File: src/rtl/fp_pkg.sv
// Shared definitions for the FP issue stage: opcodes, operand classes, FSM states.
// Latency: n/a (declarations only).
// Backpressure: n/a.
package fp_pkg;

  // Opcodes as seen on in_op; 2'b11 is reserved and folded into FADD at accept
  localparam logic [1:0] OP_FADD = 2'b00;
  localparam logic [1:0] OP_FSUB = 2'b01;
  localparam logic [1:0] OP_FMUL = 2'b10;

  // Operand classes; subnormals are reported as CL_ZERO (flush-to-zero)
  localparam logic [2:0] CL_ZERO = 3'd0;
  localparam logic [2:0] CL_NORM = 3'd1;
  localparam logic [2:0] CL_INF  = 3'd2;
  localparam logic [2:0] CL_QNAN = 3'd3;
  localparam logic [2:0] CL_SNAN = 3'd4;

  localparam logic [31:0] CANON_NAN = 32'h7FC0_0000;

  // Issue FSM state encoding
  localparam logic [2:0] ST_IDLE     = 3'd0;
  localparam logic [2:0] ST_CLASSIFY = 3'd1;
  localparam logic [2:0] ST_BYPASS   = 3'd2;
  localparam logic [2:0] ST_ISSUE    = 3'd3;
  localparam logic [2:0] ST_WAIT     = 3'd4;
  localparam logic [2:0] ST_DONE     = 3'd5;

  function automatic logic cl_is_nan(input logic [2:0] cl);
    return (cl == CL_QNAN) || (cl == CL_SNAN);
  endfunction

endpackage

File: src/rtl/fp_issue_ctrl_if.sv
// Bundle of request, FP-unit and result signals around the FP issue stage.
// Latency: n/a (wires only).
// Backpressure: in_valid/in_ready on requests, res_valid/res_ready on results.
interface fp_issue_ctrl_if #(
  parameter int TAG_W = 5
);
  logic             in_valid;
  logic             in_ready;
  logic [1:0]       in_op;
  logic [31:0]      in_a;
  logic [31:0]      in_b;
  logic [TAG_W-1:0] in_tag;
  logic [31:0]      fpu_a;
  logic [31:0]      fpu_b;
  logic             fpu_start;
  logic             fpu_mul;
  logic [31:0]      fpu_s;
  logic             fpu_finish;
  logic             res_valid;
  logic             res_ready;
  logic [31:0]      res_data;
  logic [TAG_W-1:0] res_tag;
  logic [2:0]       res_flags;

  // Environment side: core request, FP unit response, writeback ready
  modport master (
    output in_valid, in_op, in_a, in_b, in_tag, fpu_s, fpu_finish, res_ready,
    input  in_ready, fpu_a, fpu_b, fpu_start, fpu_mul, res_valid, res_data, res_tag, res_flags
  );

  // Issue stage side
  modport slave (
    input  in_valid, in_op, in_a, in_b, in_tag, fpu_s, fpu_finish, res_ready,
    output in_ready, fpu_a, fpu_b, fpu_start, fpu_mul, res_valid, res_data, res_tag, res_flags
  );
endinterface

File: src/rtl/fp_classify.sv
// Classifies the magnitude bits of an IEEE-754 single into zero/normal/inf/qNaN/sNaN.
// Latency: combinational.
// Backpressure: none.
module fp_classify
  import fp_pkg::*;
(
  input  logic [30:0] mag_i,
  output logic [2:0]  cls_o
);
  // Exponent all-ones selects inf/NaN, all-zeros is zero or a flushed subnormal
  always_comb begin
    cls_o = CL_NORM;
    if (mag_i[30:23] == 8'hFF) begin
      if (mag_i[22:0] == 23'd0) cls_o = CL_INF;
      else if (mag_i[22])       cls_o = CL_QNAN;
      else                      cls_o = CL_SNAN;
    end else if (mag_i[30:23] == 8'h00) begin
      cls_o = CL_ZERO;
    end
  end
endmodule

File: src/rtl/fp_issue_ctrl.sv
// Issue stage ahead of the FP unit; special operands resolved locally, normals issued.
// Latency: 3 cycles accept->res_valid on bypass, 3 + FP unit latency on the FP path.
// Backpressure: single request in flight; in_ready only in IDLE; result held until res_ready.
module fp_issue_ctrl
  import fp_pkg::*;
#(
  parameter int TIMEOUT = 128,
  parameter int TAG_W   = 5
) (
  input  logic           clk,
  input  logic           rst,
  fp_issue_ctrl_if.slave bus
);

  localparam logic [7:0] TIMEOUT_C = 8'(TIMEOUT);

  logic [2:0]       state_q, state_d;
  logic [1:0]       op_q, op_d;
  logic [31:0]      a_q, a_d;
  logic [31:0]      b_q, b_d;
  logic [TAG_W-1:0] tag_q, tag_d;
  logic [31:0]      res_q, res_d;
  logic [2:0]       flags_q, flags_d;   // {NV, TO, BY}
  logic [7:0]       cnt_q, cnt_d;
  logic             fin_prev_q, fin_prev_d;

  logic [2:0]       cls_a, cls_b;
  logic             special;
  logic             is_mul;
  logic [31:0]      byp_data;
  logic             byp_nv;
  logic [7:0]       cnt_inc;

  fp_classify u_cls_a (.mag_i(a_q[30:0]), .cls_o(cls_a));
  fp_classify u_cls_b (.mag_i(b_q[30:0]), .cls_o(cls_b));

  assign special = (cls_a != CL_NORM) || (cls_b != CL_NORM);
  assign is_mul  = (op_q == OP_FMUL);
  assign cnt_inc = cnt_q + 8'd1;

  // Special-operand result; b already carries the FSUB sign flip, so ADD rules cover SUB
  always_comb begin
    byp_data = CANON_NAN;
    byp_nv   = 1'b0;
    if (cl_is_nan(cls_a) || cl_is_nan(cls_b)) begin
      byp_nv = (cls_a == CL_SNAN) || (cls_b == CL_SNAN);
    end else if (is_mul) begin
      if ((cls_a == CL_INF && cls_b == CL_ZERO) || (cls_a == CL_ZERO && cls_b == CL_INF))
        byp_nv = 1'b1;
      else if (cls_a == CL_INF || cls_b == CL_INF)
        byp_data = {a_q[31] ^ b_q[31], 8'hFF, 23'd0};
      else
        byp_data = {a_q[31] ^ b_q[31], 31'd0};
    end else begin
      if (cls_a == CL_INF && cls_b == CL_INF && a_q[31] != b_q[31])
        byp_nv = 1'b1;
      else if (cls_a == CL_INF)
        byp_data = a_q;
      else if (cls_b == CL_INF)
        byp_data = b_q;
      else if (cls_a == CL_ZERO && cls_b == CL_ZERO)
        byp_data = {a_q[31] & b_q[31], 31'd0};   // -0 only when both are -0
      else if (cls_a == CL_ZERO)
        byp_data = b_q;
      else
        byp_data = a_q;
    end
  end

  // Next-state and datapath updates for the issue sequence
  always_comb begin
    state_d    = state_q;
    op_d       = op_q;
    a_d        = a_q;
    b_d        = b_q;
    tag_d      = tag_q;
    res_d      = res_q;
    flags_d    = flags_q;
    cnt_d      = cnt_q;
    fin_prev_d = fin_prev_q;
    case (state_q)
      ST_IDLE: begin
        if (bus.in_valid) begin
          op_d    = (bus.in_op == OP_FMUL) ? OP_FMUL :
                    (bus.in_op == OP_FSUB) ? OP_FSUB : OP_FADD;
          a_d     = bus.in_a;
          b_d     = (bus.in_op == OP_FSUB) ? {~bus.in_b[31], bus.in_b[30:0]} : bus.in_b;
          tag_d   = bus.in_tag;
          flags_d = 3'b000;
          state_d = ST_CLASSIFY;
        end
      end
      ST_CLASSIFY: state_d = special ? ST_BYPASS : ST_ISSUE;
      ST_BYPASS: begin
        res_d   = byp_data;
        flags_d = {byp_nv, 1'b0, 1'b1};
        state_d = ST_DONE;
      end
      ST_ISSUE: begin
        cnt_d      = 8'd0;
        fin_prev_d = bus.fpu_finish;   // a finish level left over from a prior op is not completion
        state_d    = ST_WAIT;
      end
      ST_WAIT: begin
        cnt_d      = cnt_inc;
        fin_prev_d = bus.fpu_finish;
        if (bus.fpu_finish && !fin_prev_q) begin
          res_d   = bus.fpu_s;
          state_d = ST_DONE;
        end else if (cnt_inc == TIMEOUT_C) begin
          res_d      = CANON_NAN;
          flags_d[1] = 1'b1;
          state_d    = ST_DONE;
        end
      end
      ST_DONE: if (bus.res_ready) state_d = ST_IDLE;
      default: state_d = ST_IDLE;
    endcase
  end

  // State register; reset drops any request in flight
  always_ff @(posedge clk or posedge rst) begin
    if (rst) state_q <= ST_IDLE;
    else     state_q <= state_d;
  end

  // Operand, result and timeout registers
  always_ff @(posedge clk or posedge rst) begin
    if (rst) begin
      op_q       <= OP_FADD;
      a_q        <= '0;
      b_q        <= '0;
      tag_q      <= '0;
      res_q      <= '0;
      flags_q    <= '0;
      cnt_q      <= '0;
      fin_prev_q <= 1'b0;
    end else begin
      op_q       <= op_d;
      a_q        <= a_d;
      b_q        <= b_d;
      tag_q      <= tag_d;
      res_q      <= res_d;
      flags_q    <= flags_d;
      cnt_q      <= cnt_d;
      fin_prev_q <= fin_prev_d;
    end
  end

  assign bus.in_ready  = (state_q == ST_IDLE);
  assign bus.fpu_start = (state_q == ST_ISSUE) || (state_q == ST_WAIT);
  assign bus.fpu_mul   = bus.fpu_start && is_mul;
  assign bus.fpu_a     = a_q;
  assign bus.fpu_b     = b_q;
  assign bus.res_valid = (state_q == ST_DONE);
  assign bus.res_data  = res_q;
  assign bus.res_tag   = tag_q;
  assign bus.res_flags = flags_q;

endmodule

File: src/flat_wrapper.sv
// flat-port wrapper written by rule: the top's interface ports become plain ports
module fp_issue_ctrl_flat import fp_pkg::*;
#(
  parameter int TIMEOUT = 128,
  parameter int TAG_W   = 5
)
  (clk, rst, bus_in_valid, bus_in_op, bus_in_a, bus_in_b, bus_in_tag, bus_fpu_s, bus_fpu_finish, bus_res_ready, bus_in_ready, bus_fpu_a, bus_fpu_b, bus_fpu_start, bus_fpu_mul, bus_res_valid, bus_res_data, bus_res_tag, bus_res_flags);
  fp_issue_ctrl_if #(.TAG_W(TAG_W)) bus_i ();
  input  logic clk;
  input  logic rst;
  input wire logic [$bits(bus_i.in_valid)-1:0] bus_in_valid;
  input wire logic [$bits(bus_i.in_op)-1:0] bus_in_op;
  input wire logic [$bits(bus_i.in_a)-1:0] bus_in_a;
  input wire logic [$bits(bus_i.in_b)-1:0] bus_in_b;
  input wire logic [$bits(bus_i.in_tag)-1:0] bus_in_tag;
  input wire logic [$bits(bus_i.fpu_s)-1:0] bus_fpu_s;
  input wire logic [$bits(bus_i.fpu_finish)-1:0] bus_fpu_finish;
  input wire logic [$bits(bus_i.res_ready)-1:0] bus_res_ready;
  output wire logic [$bits(bus_i.in_ready)-1:0] bus_in_ready;
  output wire logic [$bits(bus_i.fpu_a)-1:0] bus_fpu_a;
  output wire logic [$bits(bus_i.fpu_b)-1:0] bus_fpu_b;
  output wire logic [$bits(bus_i.fpu_start)-1:0] bus_fpu_start;
  output wire logic [$bits(bus_i.fpu_mul)-1:0] bus_fpu_mul;
  output wire logic [$bits(bus_i.res_valid)-1:0] bus_res_valid;
  output wire logic [$bits(bus_i.res_data)-1:0] bus_res_data;
  output wire logic [$bits(bus_i.res_tag)-1:0] bus_res_tag;
  output wire logic [$bits(bus_i.res_flags)-1:0] bus_res_flags;
  assign bus_i.in_valid = bus_in_valid;
  assign bus_i.in_op = bus_in_op;
  assign bus_i.in_a = bus_in_a;
  assign bus_i.in_b = bus_in_b;
  assign bus_i.in_tag = bus_in_tag;
  assign bus_i.fpu_s = bus_fpu_s;
  assign bus_i.fpu_finish = bus_fpu_finish;
  assign bus_i.res_ready = bus_res_ready;
  assign bus_in_ready = bus_i.in_ready;
  assign bus_fpu_a = bus_i.fpu_a;
  assign bus_fpu_b = bus_i.fpu_b;
  assign bus_fpu_start = bus_i.fpu_start;
  assign bus_fpu_mul = bus_i.fpu_mul;
  assign bus_res_valid = bus_i.res_valid;
  assign bus_res_data = bus_i.res_data;
  assign bus_res_tag = bus_i.res_tag;
  assign bus_res_flags = bus_i.res_flags;
  fp_issue_ctrl #(.TIMEOUT(TIMEOUT), .TAG_W(TAG_W)) u_core (.clk(clk), .rst(rst), .bus(bus_i));
endmodule
File: config.mk
export PLATFORM = sky130hd
export DESIGN_NAME = fp_issue_ctrl_flat
export DESIGN_NICKNAME = d
export VERILOG_FILES = /design/src/rtl/fp_pkg.sv /design/src/rtl/fp_issue_ctrl_if.sv /design/src/rtl/fp_classify.sv /design/src/rtl/fp_issue_ctrl.sv /design/src/flat_wrapper.sv
export SDC_FILE = /design/constraint.sdc
export NUM_CORES = 1
export LEC_CHECK = 0
export ABC_AREA = 1
export BUFFER_PORTS_ARGS = -buffer_cell sky130_fd_sc_hd__clkbuf_2
export CAP_MARGIN = 20
export CELL_PAD_IN_SITES_DETAIL_PLACEMENT = 2
export CELL_PAD_IN_SITES_GLOBAL_PLACEMENT = 2
export CORE_MARGIN = 2
export CORE_UTILIZATION = 25
export DETAILED_ROUTE_END_ITERATION = 8
export PLACE_DENSITY = 0.8
export SKIP_CTS_REPAIR_TIMING = 1
export SYNTH_ARGS = -nofsm -noshare
export SYNTH_HDL_FRONTEND = slang
export SYNTH_SLANG_ARGS = --single-unit
File: constraint.sdc
create_clock -name clk -period 3.95 [get_ports clk]
set_clock_uncertainty 0.2 [all_clocks]
set_input_delay 0.395 -clock clk [delete_from_list [all_inputs] [get_ports clk]]
set_output_delay 0.395 -clock clk [all_outputs]
set_load 0.02 [all_outputs]
==> summary.md <==
| Metric | Value |
|---|---|
| Total grt overflow | `0` |
| Antenna diode count | `0` |
| Final hold viol count | `16` |
| 1st-iter DRT viols | `247` |
| Num rows | `57` |
| Ys async rst share | `100%` |
| CTS sink count | `118` |
| Global Route Usage Sum | `19.7%` |
| Width of the die | `161 µm` |
| Vias | `6,520` |
| Pint | `3.89 mW` |
| Cell Pwr Density | `897 nW/µm²` |
| Hold Path Class | `input port to flip-flop` |
| Comb power frac | `48.0%` |
| Top post-synthesis cells by area | `dfrtp_1 (48%), nand2_1 (19%), nor2_1 (6.8%), nand3_1 (3.1%), a21oi_1 (2.6%)` |
| Number of synthesized register bits | `118` |
| Sequential Power Share | `30.1%` |
| Minimum clock period after layout | `2.92 ns` |
| Final number of setup-violating endpoints | `0` |
| Worst hold start | `bus_in_b[5]` |
| R2r setup slk | `1.03 ns` |
| Reg2reg end | `u_core.bus.res_data[25]` |
| First-pass GRT wire length | `40,000 µm` |
| Cells after synthesis | `831` |
| Total routed wirelength | `25,600 µm` |
| Final Hold Slack | `-0.0159 ns` |
| Core area | `24,300 µm²` |
| Avg Cell Area, Syn | `7.44 µm²` |
| Yosys warning total | `0` |
| Routability cong. | `0.782` |
| Part of the cycle the worst path needs | `73.8%` |
| Register area share after synthesis | `47.8%` |
| Antenna violations before repair | `0` |
| Fmax | `343 MHz` |
| Setup TNS | `0 ns` |
| FF-to-FF path depth | `10` |
| Post-route antenna net violation count | `0` |
| Tightest Pin Transition | `0.749 ns` |
| Area leader, netlist | `dfrtp_1` |
| Critical-path maximum fanout | `22` |
| WL per Instance | `18.3 µm` |
| Layout area overhead | `36.0%` |
| Final Max Slew Viols | `0` |
| Net count after synthesis | `941` |
| Worst Setup End Kind | `flip-flop` |
| Max_cap viols | `0` |
| RSZ-0062 raised after global routing | `false` |
| CTS tree | `built` |
| Clk buf depth | `2` |
| Clock share of power | `21.9%` |
| Vias in the first global route | `6,894` |
| Most frequent cells in the layout | `nand2_1 (318), clkbuf_2 (215), dfrtp_1 (118)` |
| IO buf count | `215` |
| Most common cell on crit path | `nor2_1` |
| CP Cell Sequence | `nor2_1 > nand2_1 > nor2_1 > nand3_1 > o21ai_2 > nand2_1 > nor2_1 > nand2_1 > nor2_1 > o21ai_1` |
| CTS buffer count | `17` |
| Synth top area share | `47.8%` |
| Die Area | `26,000 µm²` |
| Final worst setup slack | `1.03 ns` |
| Layout cells sized above 1 | `25.9%` |
| Status | `complete, but fails checks` |
| Residual DRC | `0` |
| Final nets | `1,172` |
| Die Span Y | `161 µm` |
| Library cells used by synthesis | `40` |
| Sw power | `3.64 mW` |
| CP Launch Type | `flip-flop` |
| EDFF count, synth | `0` |
| Leading cell type in the layout, fill and taps excluded | `nand2_1` |
| Largest net degree at the start of global routing | `70` |
| Critical Path Max Stage Delay | `0.47 ns` |
| Leakage | `4.41 nW` |
| Hold path depth | `3` |
| # IOs | `216` |
| WP data arrival | `3.02 ns` |
| Root Driver | `clkbuf_16` |
| VDD IR max | `0.000242 V` |
| CP required | `4.05 ns` |
| Failing checks | `hold timing` |
| DP Worst Slack | `1.03 ns` |
| Top FF cell, synth | `dfrtp_1` |
| Initial Utilization | `25.4%` |
| Post-detail-place hpwl | `18,800 µm` |
| Worst path slowest cell | `nand2_1` |
| Drt pass-1 iters | `4` |
| Mapped cell area | `6180 µm²` |
| Hold Path End | `u_core.bus.fpu_b[5]` |
| Sw Ratio | `48.3%` |
| Worst setup path class | `flip-flop to flip-flop` |
| Clock transition at the registers of the reported paths | `0.06 ns` |
| Reg2reg start | `u_core.bus.fpu_b[14]` |
| H-tree depth | `4` |
| Clock Latency Late Sink | `0.42 ns` |
| Slew headroom | `50.0%` |
| Vias per cell | `4.66` |
state kept, by name (all words and copies together) (netlist names), 2 cells and up:
signal,count
u_core.bus.fpu_a,32
u_core.bus.fpu_b,32
u_core.bus.res_data,32
u_core.cnt_q,8
u_core.bus.res_tag,5
u_core.bus.res_flags,3
u_core.state_q,3
u_core.op_q,2
Yosys cell counts (2+ instances only):
library cell  count
a21oi_1          32
buf_2            16
buf_4             3
buf_6             8
clkbuf_1         12
dfrtp_1         118
ha_1              2
inv_1            36
inv_2             6
nand2_1         318
nand3_1          38
nand4_1           7
nor2_1          112
nor2_4            4
nor3_1           25
o211ai_1         10
o21ai_0          26
o21ai_1          13
o21ai_2           6
o22ai_1           4
o31ai_1          14
xor2_1            3
kinds of logic (layout without fill, tap and decap cells):
group / count (synthesis) / in the layout / synth area share (%)
simple gates: 513 / 513 / 34.0
flops: 118 / 118 / 47.8
compound gates: 110 / 110 / 10.6
buf+inv: 84 / 328 / 6.62
xor+xnor: 4 / 4 / 0.567
fa+ha+maj: 2 / 2 / 0.405
worst max-delay path by stage:
stage	from	to	slack [ns]	depth (start not counted)
floorplan	rst	u_core.bus.fpu_a[0]	0.23	1
global placement	u_core.bus.fpu_b[11]	u_core.bus.res_data[24]	1.12	10
detailed placement	u_core.bus.fpu_b[10]	u_core.bus.res_data[27]	1.03	10
CTS	u_core.bus.fpu_b[10]	u_core.bus.res_data[27]	1.01	10
global route	u_core.bus.fpu_b[6]	u_core.bus.res_data[29]	0.76	10
finish	u_core.bus.fpu_b[14]	u_core.bus.res_data[25]	1.03	10
metrics by stage:
step | cells | utilization (%) | hold WS [ns] | cell area [µm²] | power, mW
2_1_floorplan | 831 | - | 0.252 | 6180 | 4.53
3_3_place_gp | 1337 | 30.8 | 0.256 | 7490 | 5.76
3_5_place_dp | 1337 | 30.8 | 0.270 | 7490 | 5.89
4_1_cts | 1369 | 33.3 | -0.109 | 8110 | 7.60
5_1_grt | 1399 | 34.6 | -0.00118 | 8410 | 8.13
6_report | 1399 | 34.6 | -0.0159 | 8410 | 7.54
power by group through the flow:
stage | Combinational [mW] | Sequential (mW) | Clock [mW]
final | 3.62 | 2.27 | 1.65
after global routing | 4.04 | 2.35 | 1.74
after CTS | 3.64 | 2.27 | 1.69
after detailed placement | 3.61 | 2.28 | 0
after global placement | 3.50 | 2.26 | 0
after floorplan | 1.84 | 2.69 | 0
worst max-delay path: cells and delay by family, from the launching register on:
family / cells / cell delay (ns)
AND/OR/NAND/NOR: 8 / 1.87
flip-flops: 1 / 0.43
AO/OA/AOI/OAI: 2 / 0.31
cell type report:
class	count	area, µm²
clock inverters	11	148
fillers	2891	15900
inverters	44	170
clock buffers	21	470
flip-flops and latches	118	2950
well taps	324	405
repair buffers	252	1440
multi-input cells	629	2820
routing by layer:
| metal | wire [µm] | GRT usage (%) | part of all wire, % | vias up |
|---|---|---|---|---|
| met4 | 499 | 5.88 | 2.0 | 0 |
| li1 | - | - | - | 3145 |
| met3 | 909 | 3.80 | 3.6 | 24 |
| met5 | 0 | 0 | 0 | - |
| met1 | 12100 | 26.9 | 47 | 3208 |
| met2 | 12100 | 31.6 | 47 | 143 |
Power figures use the tool's default switching activity.
